$ cat src/rtl/sound_frame_sequencer.sv
// Game Boy APU frame sequencer: 512 Hz step divider, length/sweep/envelope tick pulses, length counters and NR52 channel-on flags.
// Define SOUND_EXT_DIV_EN to clock the sequencer from falling edges of an external DIV bit instead of the internal divider.
module sound_frame_sequencer #(
  parameter int DIV_COUNT = 8192,
  parameter int DIV_W     = 13
) (
  input  logic       clk,
  input  logic       reset,
  input  logic       master_en,
`ifdef SOUND_EXT_DIV_EN
  input  logic       div_bit,
`endif
  input  logic [3:0] trigger,
  input  logic [3:0] length_en,
  input  logic [3:0] length_load,
  input  logic [5:0] len_data_ch1,
  input  logic [5:0] len_data_ch2,
  input  logic [7:0] len_data_ch3,
  input  logic [5:0] len_data_ch4,
  output logic       length_tick,
  output logic       sweep_tick,
  output logic       env_tick,
  output logic [2:0] step,
  output logic [3:0] ch_on
);

  logic en_q;      // master_en seen on the previous edge; low on the first enabled cycle
  logic advance;   // sequencer step boundary this cycle

  // NOTE: state is written with non-blocking assignments so every flop samples pre-edge values.
  always_ff @(posedge clk or posedge reset) begin
    if (reset) en_q <= 1'b0;
    else       en_q <= master_en;
  end

`ifdef SOUND_EXT_DIV_EN
  logic div_prev;
  logic fall_det;

  // div_prev keeps tracking while disabled, so re-enabling never sees a stale edge.
  always_ff @(posedge clk or posedge reset) begin
    if (reset) begin
      div_prev <= 1'b0;
      fall_det <= 1'b0;
    end else begin
      div_prev <= div_bit;
      fall_det <= master_en & en_q & div_prev & ~div_bit;
    end
  end

  assign advance = master_en & fall_det;
`else
  localparam logic [DIV_W-1:0] DIV_LAST = DIV_W'(DIV_COUNT - 1);

  logic [DIV_W-1:0] divider;

  always_ff @(posedge clk or posedge reset) begin
    if (reset)                       divider <= '0;
    else if (!master_en || !en_q)    divider <= '0;
    else if (divider == DIV_LAST)    divider <= '0;
    else                             divider <= divider + DIV_W'(1);
  end

  assign advance = master_en & en_q & (divider == DIV_LAST);
`endif

  // Ticks decode the step value before it increments.
  always_ff @(posedge clk or posedge reset) begin
    if (reset) begin
      step        <= 3'd0;
      length_tick <= 1'b0;
      sweep_tick  <= 1'b0;
      env_tick    <= 1'b0;
    end else if (!master_en) begin
      step        <= 3'd0;
      length_tick <= 1'b0;
      sweep_tick  <= 1'b0;
      env_tick    <= 1'b0;
    end else begin
      length_tick <= advance & ~step[0];
      sweep_tick  <= advance & step[1] & ~step[0];
      env_tick    <= advance & (step == 3'd7);
      if (advance) step <= step + 3'd1;
    end
  end

  // ch3 has a 9-bit counter (256 max); the others are 7 bits (64 max).
  for (genvar i = 0; i < 4; i++) begin : g_len
    localparam int W = (i == 2) ? 9 : 7;
    localparam logic [W-1:0] FULL = W'((i == 2) ? 256 : 64);

    logic [W-1:0] cnt;
    logic [W-1:0] cnt_next;
    logic [W-1:0] data;
    logic         on;
    logic         on_next;

    assign data = (i == 0) ? W'(len_data_ch1) :
                  (i == 1) ? W'(len_data_ch2) :
                  (i == 2) ? W'(len_data_ch3) :
                             W'(len_data_ch4);

    // NOTE: defaults first so every path assigns both outputs and no latch is inferred.
    always_comb begin
      cnt_next = cnt;
      on_next  = on;
      if (trigger[i]) begin
        cnt_next = length_load[i] ? FULL - data : cnt;
        if (cnt_next == '0) cnt_next = FULL;
        on_next = 1'b1;
      end else if (length_load[i]) begin
        cnt_next = FULL - data;
      end else if (length_tick && length_en[i] && (cnt != '0)) begin
        cnt_next = cnt - W'(1);
        if (cnt_next == '0) on_next = 1'b0;
      end
    end

    always_ff @(posedge clk or posedge reset) begin
      if (reset) begin
        cnt <= '0;
        on  <= 1'b0;
      end else if (!master_en) begin
        cnt <= '0;
        on  <= 1'b0;
      end else begin
        cnt <= cnt_next;
        on  <= on_next;
      end
    end

    assign ch_on[i] = on;
  end

endmodule

$ cat config.mk
export PLATFORM = sky130hd
export DESIGN_NAME = sound_frame_sequencer
export DESIGN_NICKNAME = d
export VERILOG_FILES = /design/src/rtl/sound_frame_sequencer.sv
export SDC_FILE = /design/constraint.sdc
export NUM_CORES = 1
export LEC_CHECK = 0
export BUFFER_PORTS_ARGS = -buffer_cell sky130_fd_sc_hd__buf_2
export CAP_MARGIN = 20
export CORE_MARGIN = 2
export CORE_UTILIZATION = 60
export CTS_CLUSTER_DIAMETER = 30
export DETAILED_ROUTE_END_ITERATION = 8
export GPL_TIMING_DRIVEN = 0
export PLACE_DENSITY = 0.93
export SYNTH_ARGS = -nofsm -noshare
export SYNTH_HDL_FRONTEND = slang
export SYNTH_SLANG_ARGS = --single-unit
export TNS_END_PERCENT = 5
$ cat constraint.sdc
create_clock -name clk -period 3.3 [get_ports clk]
set_input_delay 0.165 -clock clk [delete_from_list [all_inputs] [get_ports clk]]
set_output_delay 0.165 -clock clk [all_outputs]
set_load 0.005 [all_outputs]
==> flow_metrics.py, run 1 <==
metrics = {
    "global_routing": {
        "grt_usage_pct": 27.98,
        "grt_pass1_vias": 3785,
        "antenna_found_initial": 0,
        "grt_max_degree": 40,
        "grt_pass1_wl_mm": 16.88,
        "overflow": 0,
    },
    "yosys": {
        "async_reset_ff_share_pct": 100.0,
        "synth_warnings": 0,
        "synth.top_cells.by_count": "56 x nor2_1, 54 x dfrtp_1, 41 x nand2_1",
        "ys_seq_area_share_pct": 33.28,
        "synthCells": 494,
        "avgSynthCellArea_um2": 8.219,
        "synth_nets": 550,
        "ys_ff_latch": 54,
        "synth.area.top_cells": "dfrtp_1 33%, xnor2_1 5.6%, nor2_1 5.2%, ha_1 4.6%, o21ai_0 3.9%",
        "synth_edf_count": 0,
        "synth-main-ff-cell": "dfrtp_1",
        "synth_cell_type_count": 64,
        "netlist_area_um2": 4060,
        "synth_most_common_cell": "nor2_1",
        "synth_top_area_share_pct": 33.28,
        "yosysTopAreaCell": "dfrtp_1",
    },
    "clocking": {
        "tritoncts": "done",
        "clkSinkCount": 54,
        "clk_latency_ns": 0.31,
        "numCtsBuffers": 5,
        "clk_path_buf_depth": 2,
        "ctsResizeCount": 0,
        "htree_num_levels": 2,
        "postCtsSetupRepairBufs": 0,
        "clk_pin_slew_worst_paths_ns": 0.09,
        "root_buffer": "clkbuf_8",
    },
    "drt": {
        "postRouteAntennaNets": 0,
        "viasPerCell": 6.424,
        "drc": 0,
        "drt_iter0_markers": 268,
        "drt-total-wl_mm": 10.40,
        "wire_per_inst_um": 16.56,
        "via_count": 4034,
        "firstDrtPassIters": 5,
    },
    "floorplan": {
        "dieArea_um2": 7441,
        "start_util_pct": 62.86,
        "die_h_um": 86.26,
        "pin_count": 51,
        "rows": 29,
        "fp.dieW_um": 86.26,
        "core-area_um2": 6459,
    },
    "timing": {
        "worst_slew_pin_slew_ns": 0.7670,
        "tns_ns": 0,
        "fmax_ghz": 0.4255,
        "slew_headroom_pct": 48.76,
        "maxSlewViolCount": 0,
        "post-route-period-util_pct": 71.21,
        "skew_ns": 0.01066,
        "hold_violations": 0,
        "hold_slack_ns": 0.1524,
        "rsz0062_at_grt": "false",
        "min_period_ns": 2.350,
        "finalSetupViolations": 0,
    },
    "power_and_ir_drop": {
        "ir_worst_vdd_mv": 0.2070,
        "power_density_nw_per_um2": 339.7,
        "finalPower_w": 0.001532,
        "power.leakage_nw": 1.923,
    },
    "worst_setup_path": {
        "cpPeakStageDelay_ns": 0.66,
        "worstPathArrival_ns": 2.52,
        "setup.worst_path.start": "g_len[1].cnt[1]",
        "crit_slowest_cell": "nor3b_1",
        "path_cells": "inv_1, ha_1, nor3b_1, a21oi_1, nand2b_1, clkbuf_1, mux2i_1, nor2_1",
        "critical_path.max_fanout": 7,
        "required_ns": 3.47,
        "end_kind": "register",
        "rr_startpoint": "g_len[1].cnt[1]",
        "worst_setup_path_start_kind": "register",
        "crit_type": "reg2reg",
        "critPathTopFamily": "simple AND/OR/NAND/NOR gates",
        "cp_num_buf_inv": 2,
    },
    "placement": {
        "portBuffers": 47,
        "place_hpwl_mm": 7.711,
        "gp_congestion": 0.9327,
        "placed_cells": 619,
    },
    "finish": {
        "diodes": 0,
        "synthToLayoutAreaGrowth_pct": 11.09,
        "drive_gt1_share_pct": 13.07,
        "final_cells": 628,
        "nets": 607,
        "fin_util_pct": 69.84,
    },
    "worst_hold_path": {
        "hold_start": "len_data_ch2[0]",
        "hp-class": "in2reg",
    },
    "run_status": {
        "status": "complete, no violations",
    },
    "run": {
        "drv_cap": 0,
    },
}
cells in the final DEF, fill, tap and decap left out, types with 15 or more instances in the layout:
cell / synthesis / routed
nor2_1: 56 / 56
dfrtp_1: 54 / 54
buf_2: 0 / 47
nand2_1: 41 / 41
o21ai_0: 32 / 32
inv_1: 30 / 29
xnor2_1: 26 / 26
nand3_1: 21 / 21
a21oi_1: 20 / 20
clkbuf_1: 18 / 18
nor3_1: 15 / 15
ha_1: 15 / 15
power breakdown:
group          switching (W)  internal [W]  total [W]
clock network       0.000221      0.000143   0.000365
registers          0.0000426      0.000697   0.000740
logic               0.000251      0.000176   0.000428
total               0.000515       0.00102    0.00153
cells by family after synthesis:
family | Yosys count | synth area share, %
AOI/OAI and AO/OA | 117 | 19.42
xor gates and xnor gates | 40 | 8.629
adders and majority gates | 15 | 4.622
buffers and inverters | 55 | 5.917
DFF | 54 | 33.28
muxes | 3 | 0.7396
and+or+nand+nor | 210 | 27.40
final timing paths:
check | cells past startpoint | end | slack [ns]
setup / recovery | 8 | g_len[1].cnt[2] | 0.95
hold / removal | 3 | g_len[1].cnt[0] | 0.15
setup reg to reg | 8 | g_len[1].cnt[2] | 0.95
hold reg to reg | 1 | divider[0] | 0.50
max in group asynchronous | 4 | divider[6] | 2.38
min in group asynchronous | 3 | g_len[3].cnt[0] | 0.38
tightest hold or removal path: stages:
cell      delay, ns
buf_2          0.12
inv_1          0.07
a211oi_1       0.07
per-stage QoR:
stage          setup slack [ns]  area, um^2
3_5_place_dp              1.008        4412
5_1_grt                  0.7708        4511
4_1_cts                  0.9619        4511
3_3_place_gp              1.103        4392
2_1_floorplan             1.302        4060
6_report                 0.9499        4511
per-layer routing:
layer  up-vias  wire, um  GRT usage, %
li1       1902         -             -
met1      1895      4326         35.16
met2       206      5083         49.54
met3        31       815         4.571
met4         0       176         8.523
met5         -         0             0
final cells by class:
type                            instances  area (um^2)
Buffer                                 25        127.6
Clock buffer                            5        68.82
Clock inverter                          2        10.01
Fill cell                             514         1948
Inverter                               30        112.6
Multi-Input combinational cell        385         2469
Sequential cell                        54         1351
Tap cell                               77        96.34
Timing Repair Buffer                   50        275.3
state kept, by name, indices dropped and copies added, names as in the netlist:
signal,count
divider,13
en_q,1
env_tick,1
g_len.cnt,30
g_len.on,4
length_tick,1
step,3
sweep_tick,1
repair_timing:
item	in CTS	in global routing
hold buffers	2	0
endpoints found under the hold margin	16	0
setup endpoints to repair	0	0
(Power assumes the default switching activity.)
==> run 2, diff against run 1 <==
- CORE_UTILIZATION: 60 -> 53
- PLACE_DENSITY: 0.93 -> 0.88
- clock period: 3.3 -> 2.13 ns (I/O delays scaled with it)
==> run 2 against run 1 <==
  * The run now ends with setup timing left
  * Global-route usage down 3.2 points
  * Via count up 0.22%
  * Die area up 13%
  * First-iteration DRC count up 4.5%
  * Worst setup slack worse by 0.99 ns
  * Register-to-register slack worse by 0.96 ns
  * Power up 65%
  * Clock-buffer cell count up 1
  * Sequential power up 55%
  * Non-clock buffer count unchanged
  * Hold slack worse by 0.066 ns
  * Sequential share of layout area down 0.75 points
  * Critical path type is now in2reg
  * Critical endpoint is now g_len[2].cnt[8]
  * Highest routed layer unchanged
==> flow_metrics.py, run 2 (synthesized netlist as in run 1, its figures left out) <==
metrics = {
    "run_status": {
        "status": "complete, but fails checks",
        "violations": "setup timing",
    },
    "finish": {
        "fin_util_pct": 63.10,
        "nets": 607,
        "top_regs": "g_len.cnt x30, divider x13, g_len.on x4",
        "final_cells": 651,
        "diodes": 0,
        "mostFrequentLayoutCell": "nor2_1",
        "mostFrequentLayoutCells": "56 x nor2_1, 54 x dfrtp_1, 47 x buf_2",
        "largest_register_ffs": 30,
        "top_register": "g_len.cnt",
        "synthToLayoutAreaGrowth_pct": 13.93,
        "final_area_um2": 4626,
        "drive_gt1_share_pct": 14.86,
    },
    "worst_setup_path": {
        "worst_setup_path_start_kind": "input port",
        "cpPeakStageDelay_ns": 0.51,
        "setup.worst_path.start": "master_en",
        "crit_cells": 8,
        "cp_num_buf_inv": 4,
        "path_cells": "dlygate4sd3_1, buf_2, clkbuf_1, inv_1, nor4_1, a31oi_1, a2111oi_2, a211o_1",
        "required_ns": 2.39,
        "rrSetupSlack_ns": -0.01,
        "crit_type": "in2reg",
        "reg2reg_depth": 6,
        "crit_slowest_cell": "dlygate4sd3_1",
        "critPathTopFamily": "buffers and inverters",
        "worstPathArrival_ns": 2.42,
        "end_kind": "register",
        "r2r_end": "g_len[2].cnt[8]",
        "critical_path.endpoint": "g_len[2].cnt[8]",
        "critical_path.max_fanout": 10,
        "rr_startpoint": "g_len[2].cnt[2]",
    },
    "drt": {
        "wire_per_inst_um": 15.86,
        "drt_iter0_markers": 280,
        "via_count": 4043,
        "postRouteAntennaNets": 0,
        "firstDrtPassIters": 5,
        "drt-total-wl_mm": 10.33,
        "viasPerCell": 6.210,
        "drc": 0,
    },
    "floorplan": {
        "core-area_um2": 7331,
        "pin_count": 51,
        "die_h_um": 91.53,
        "rows": 31,
        "dieArea_um2": 8377,
        "fp.dieW_um": 91.53,
        "start_util_pct": 55.38,
    },
    "timing": {
        "post-route-period-util_pct": 101.7,
        "rsz0062_at_grt": "true",
        "worst_slew_pin_slew_ns": 0.6642,
        "min_period_ns": 2.167,
        "maxSlewViolCount": 0,
        "slew_headroom_pct": 55.72,
        "layout_setup_ws_ns": -0.03699,
        "finalSetupViolations": 1,
        "hold_violations": 0,
        "fmax_ghz": 0.4615,
        "hold_slack_ns": 0.08591,
        "skew_ns": 0.01221,
    },
    "global_routing": {
        "grt_pass1_wl_mm": 17.18,
        "overflow": 0,
        "grt_max_degree": 36,
        "grt_pass1_vias": 3728,
        "antenna_found_initial": 0,
        "grt_usage_pct": 24.74,
    },
    "placement": {
        "placed_cells": 641,
        "dp_slack_ns": -0.07522,
        "dpl-instance-area_um2": 4439,
        "gp_congestion": 0.9555,
        "portBuffers": 47,
        "place_hpwl_mm": 7.598,
    },
    "clocking": {
        "clk_path_buf_depth": 2,
        "clkSinkCount": 54,
        "clk_pin_slew_worst_paths_ns": 0.11,
        "root_buffer": "clkbuf_8",
        "tritoncts": "done",
        "clk_latency_ns": 0.31,
        "numCtsBuffers": 5,
        "htree_num_levels": 2,
    },
    "worst_hold_path": {
        "hp-class": "in2reg",
    },
    "power_and_ir_drop": {
        "power.leakage_nw": 1.942,
        "power_density_nw_per_um2": 545.9,
        "ir_worst_vdd_mv": 0.2535,
    },
    "run": {
        "drv_cap": 0,
    },
}
## run 2: worst min-delay path by stage
| stage | from | endpoint | cells past startpoint |
|---|---|---|---|
| detailed placement | reset | g_len[3].cnt[6] | 2 |
| global route | len_data_ch2[0] | g_len[1].cnt[0] | 3 |
| finish | len_data_ch2[0] | g_len[1].cnt[0] | 3 |
| global placement | master_en | en_q | 1 |
| floorplan | master_en | en_q | 0 |
| CTS | len_data_ch2[0] | g_len[1].cnt[0] | 3 |
## run 2: metal layers
metal  part of all wire [%]  vias up  track usage (%)
met3                    5.9       25            2.822
met5                      0        -                0
met2                     49      164            42.71
met1                     43     1958            32.72
met4                    1.8        0            6.944
li1                       -     1896                -
## run 2: worst min-delay path, delay by kind of cell
kind	cells	cell delay, ns
buf+inv	2	0.19
compound gates	1	0.07
## run 2: report_power, final
| part | total, W | switching (W) | internal, W |
|---|---|---|---|
| Combinational | 0.000668 | 0.000386 | 0.000283 |
| Sequential | 0.00115 | 0.0000699 | 0.00108 |
| Clock | 0.000707 | 0.000355 | 0.000352 |
| Total | 0.00253 | 0.000811 | 0.00171 |
## run 2: cell type report
cell class              count  area [um^2]
flip-flops and latches     54         1351
plain buffers              25        127.6
well taps                  99        123.9
repair buffers             50        275.3
multi-input cells         385         2525
clock buffers               6        72.57
fillers                   630         2705
inverters                  30        112.6
clock inverters             2        37.54
## run 2: timing repair
| action | 4_1_cts | 5_1_grt |
|---|---|---|
| pin swaps | 0 | 0 |
| hold buffers | 2 | 0 |
| resized for setup | 2 | 10 |
| buffers inserted | 0 | 0 |
| endpoints found under the hold margin | 20 | 0 |
| endpoints found under the setup margin | 7 | 31 |
## run 2: per-stage QoR
step	total power [W]	setup TNS [ns]
2_1_floorplan	0.001608	0
3_3_place_gp	0.001772	-1.627
3_5_place_dp	0.001803	-0.2310
4_1_cts	0.002502	-0.001916
5_1_grt	0.002654	-0.6658
6_report	0.002525	-0.03699
==> run 3, diff against run 2 <==
- SETUP_SLACK_MARGIN: unset -> 0.15
==> run 3 against run 2 <==
  * The run still ends with setup timing left
  * Utilization is 0.58 points higher
  * Via count is 1.4% lower
  * Clock-buffer cell count is 1 higher
  * Worst setup slack better by 0.033 ns
  * Final cell count stayed put
  * First-iteration DRC count stayed put
  * Global-route usage is 1.2 points lower
  * Combinational power is 3% higher
  * Highest routed layer unchanged
==> flow_metrics.py, run 3 (synthesized netlist as in run 1, its figures left out) <==
metrics = {
    "worst_setup_path": {
        "required_ns": 2.34,
        "end_kind": "register",
        "critical_path.max_fanout": 9,
        "reg2reg_depth": 6,
        "worstPathArrival_ns": 2.35,
        "worst_setup_path_start_kind": "register",
        "crit_type": "reg2reg",
    },
    "timing": {
        "fmax_ghz": 0.4685,
        "slew_headroom_pct": 55.46,
        "layout_setup_ws_ns": -0.004349,
        "worst_slew_pin_slew_ns": 0.6681,
        "hold_slack_ns": 0.08821,
        "hold_violations": 0,
        "min_period_ns": 2.134,
        "finalSetupViolations": 1,
        "rsz0062_at_grt": "true",
        "maxSlewViolCount": 0,
        "post-route-period-util_pct": 100.2,
        "skew_ns": 0.01129,
    },
    "finish": {
        "top_register": "g_len.cnt",
        "nets": 607,
        "top_regs": "g_len.cnt x30, divider x13, g_len.on x4",
        "n_fill_cell": 597,
        "largest_register_ffs": 30,
        "multi_input_area_um2": 2567,
        "fin_util_pct": 63.68,
        "drive_gt1_share_pct": 15.76,
        "mostFrequentLayoutCell": "nor2_1",
        "ff_latch_area_um2": 1353,
        "diodes": 0,
        "mostFrequentLayoutCells": "56 x nor2_1, 53 x dfrtp_1, 47 x buf_2",
        "synthToLayoutAreaGrowth_pct": 14.98,
    },
    "global_routing": {
        "grt_pass1_wl_mm": 16.53,
        "grt_max_degree": 33,
        "antenna_found_initial": 0,
        "grt_pass1_vias": 3693,
        "overflow": 0,
        "grt_usage_pct": 23.56,
    },
    "worst_hold_path": {
        "min_path_cells": 3,
        "hp-class": "in2reg",
    },
    "placement": {
        "portBuffers": 47,
        "place_hpwl_mm": 7.451,
        "gp_congestion": 0.9497,
        "dp_slack_ns": -0.03399,
    },
    "power_and_ir_drop": {
        "p_sw_share_pct": 31.86,
        "ir_worst_vdd_mv": 0.3010,
        "power.leakage_nw": 1.953,
        "internal-power_w": 0.001725,
        "power.switching_w": 0.0008066,
        "p_seq_share_pct": 45.4,
        "pwr-share-clk_pct": 27.5,
        "power_density_nw_per_um2": 542.4,
        "power_frac_comb_pct": 27.1,
    },
    "drt": {
        "viasPerCell": 6.121,
        "drt_iter0_markers": 280,
        "via_count": 3985,
        "wire_per_inst_um": 15.49,
        "drt-total-wl_mm": 10.08,
        "firstDrtPassIters": 5,
        "drc": 0,
        "postRouteAntennaNets": 0,
    },
    "run_status": {
        "status": "complete, but fails checks",
        "violations": "setup timing",
    },
    "clocking": {
        "clk_path_buf_depth": 2,
        "numCtsBuffers": 5,
        "clk_latency_ns": 0.31,
        "clk_pin_slew_worst_paths_ns": 0.10,
        "tritoncts": "done",
        "clkSinkCount": 54,
        "root_buffer": "clkbuf_8",
        "htree_num_levels": 2,
    },
    "floorplan": {
        "core-area_um2": 7331,
        "pin_count": 51,
        "dieArea_um2": 8377,
        "die_h_um": 91.53,
        "rows": 31,
        "start_util_pct": 55.38,
        "fp.dieW_um": 91.53,
    },
    "run": {
        "drv_cap": 0,
    },
}
[run 3: cell count changes in the layout (fill, tap and decap cells not counted), sizes merged]
cell / delta
clkinvlp: -1
clkbuf: +1
[run 3: critical path: stages, from the launching register on]
cell and delay [ns]:
dfrtp_1 0.39, buf_6 0.14, or4_4 0.55, nor3_4 0.19, a21oi_1 0.10, or4_1 0.41, a211o_1 0.26
[run 3: worst paths after layout]
check	endpoint	slack [ns]	start
worst max-delay path	g_len[2].cnt[8]	-0.004	g_len[2].cnt[2]
worst min-delay path	g_len[1].cnt[0]	0.09	len_data_ch2[0]
worst max register to register	g_len[2].cnt[8]	-0.004	g_len[2].cnt[2]
worst min register to register	divider[0]	0.50	divider[0]
max in group asynchronous	g_len[0].cnt[6]	1.18	reset
min in group asynchronous	g_len[3].cnt[5]	0.38	reset
[run 3: stage by stage]
stage	area [um^2]	power, W	cells	TNS (ns)
finish	4668	0.002532	651	-0.004349
global route	4668	0.002667	651	-0.1889
detailed placement	4439	0.001800	641	-0.05089
floorplan	4060	0.001608	494	0
global placement	4419	0.001772	640	-0.9768
CTS	4611	0.002504	651	0
[run 3: area by class of cell]
type	instances	share of cell area [%]
Inverter	30	2.412
Multi-Input combinational cell	385	55.00
Buffer	25	2.787
Tap cell	99	2.653
Sequential cell	54	28.97
Clock inverter	1	0.6433
Clock buffer	7	1.635
Timing Repair Buffer	50	5.897
[run 3: power by group through the flow]
stage / logic, W / registers (W) / clock network, W
2_1_floorplan: 0.000461 / 0.00115 / 0
3_3_place_gp: 0.000612 / 0.00116 / 0
3_5_place_dp: 0.000636 / 0.00116 / 0
4_1_cts: 0.000653 / 0.00114 / 0.000707
5_1_grt: 0.000754 / 0.00116 / 0.000753
6_report: 0.000685 / 0.00115 / 0.000696
[run 3: layer usage]
metal  share of wire, %  up-vias  track usage, %
met2                 48      204           39.15
li1                   -     1895               -
met5                  0        -               0
met4                1.8        0           7.955
met3                7.3       30           3.485
met1                 43     1856           31.39
[run 3: what timing repair did]
item                                   4_1_cts  5_1_grt
endpoints found under the hold margin       23        0
pin swaps                                    3        6
setup endpoints to repair                   31       24
buffers inserted                             0        0
hold buffers                                 2        0
resized for setup                           10       15
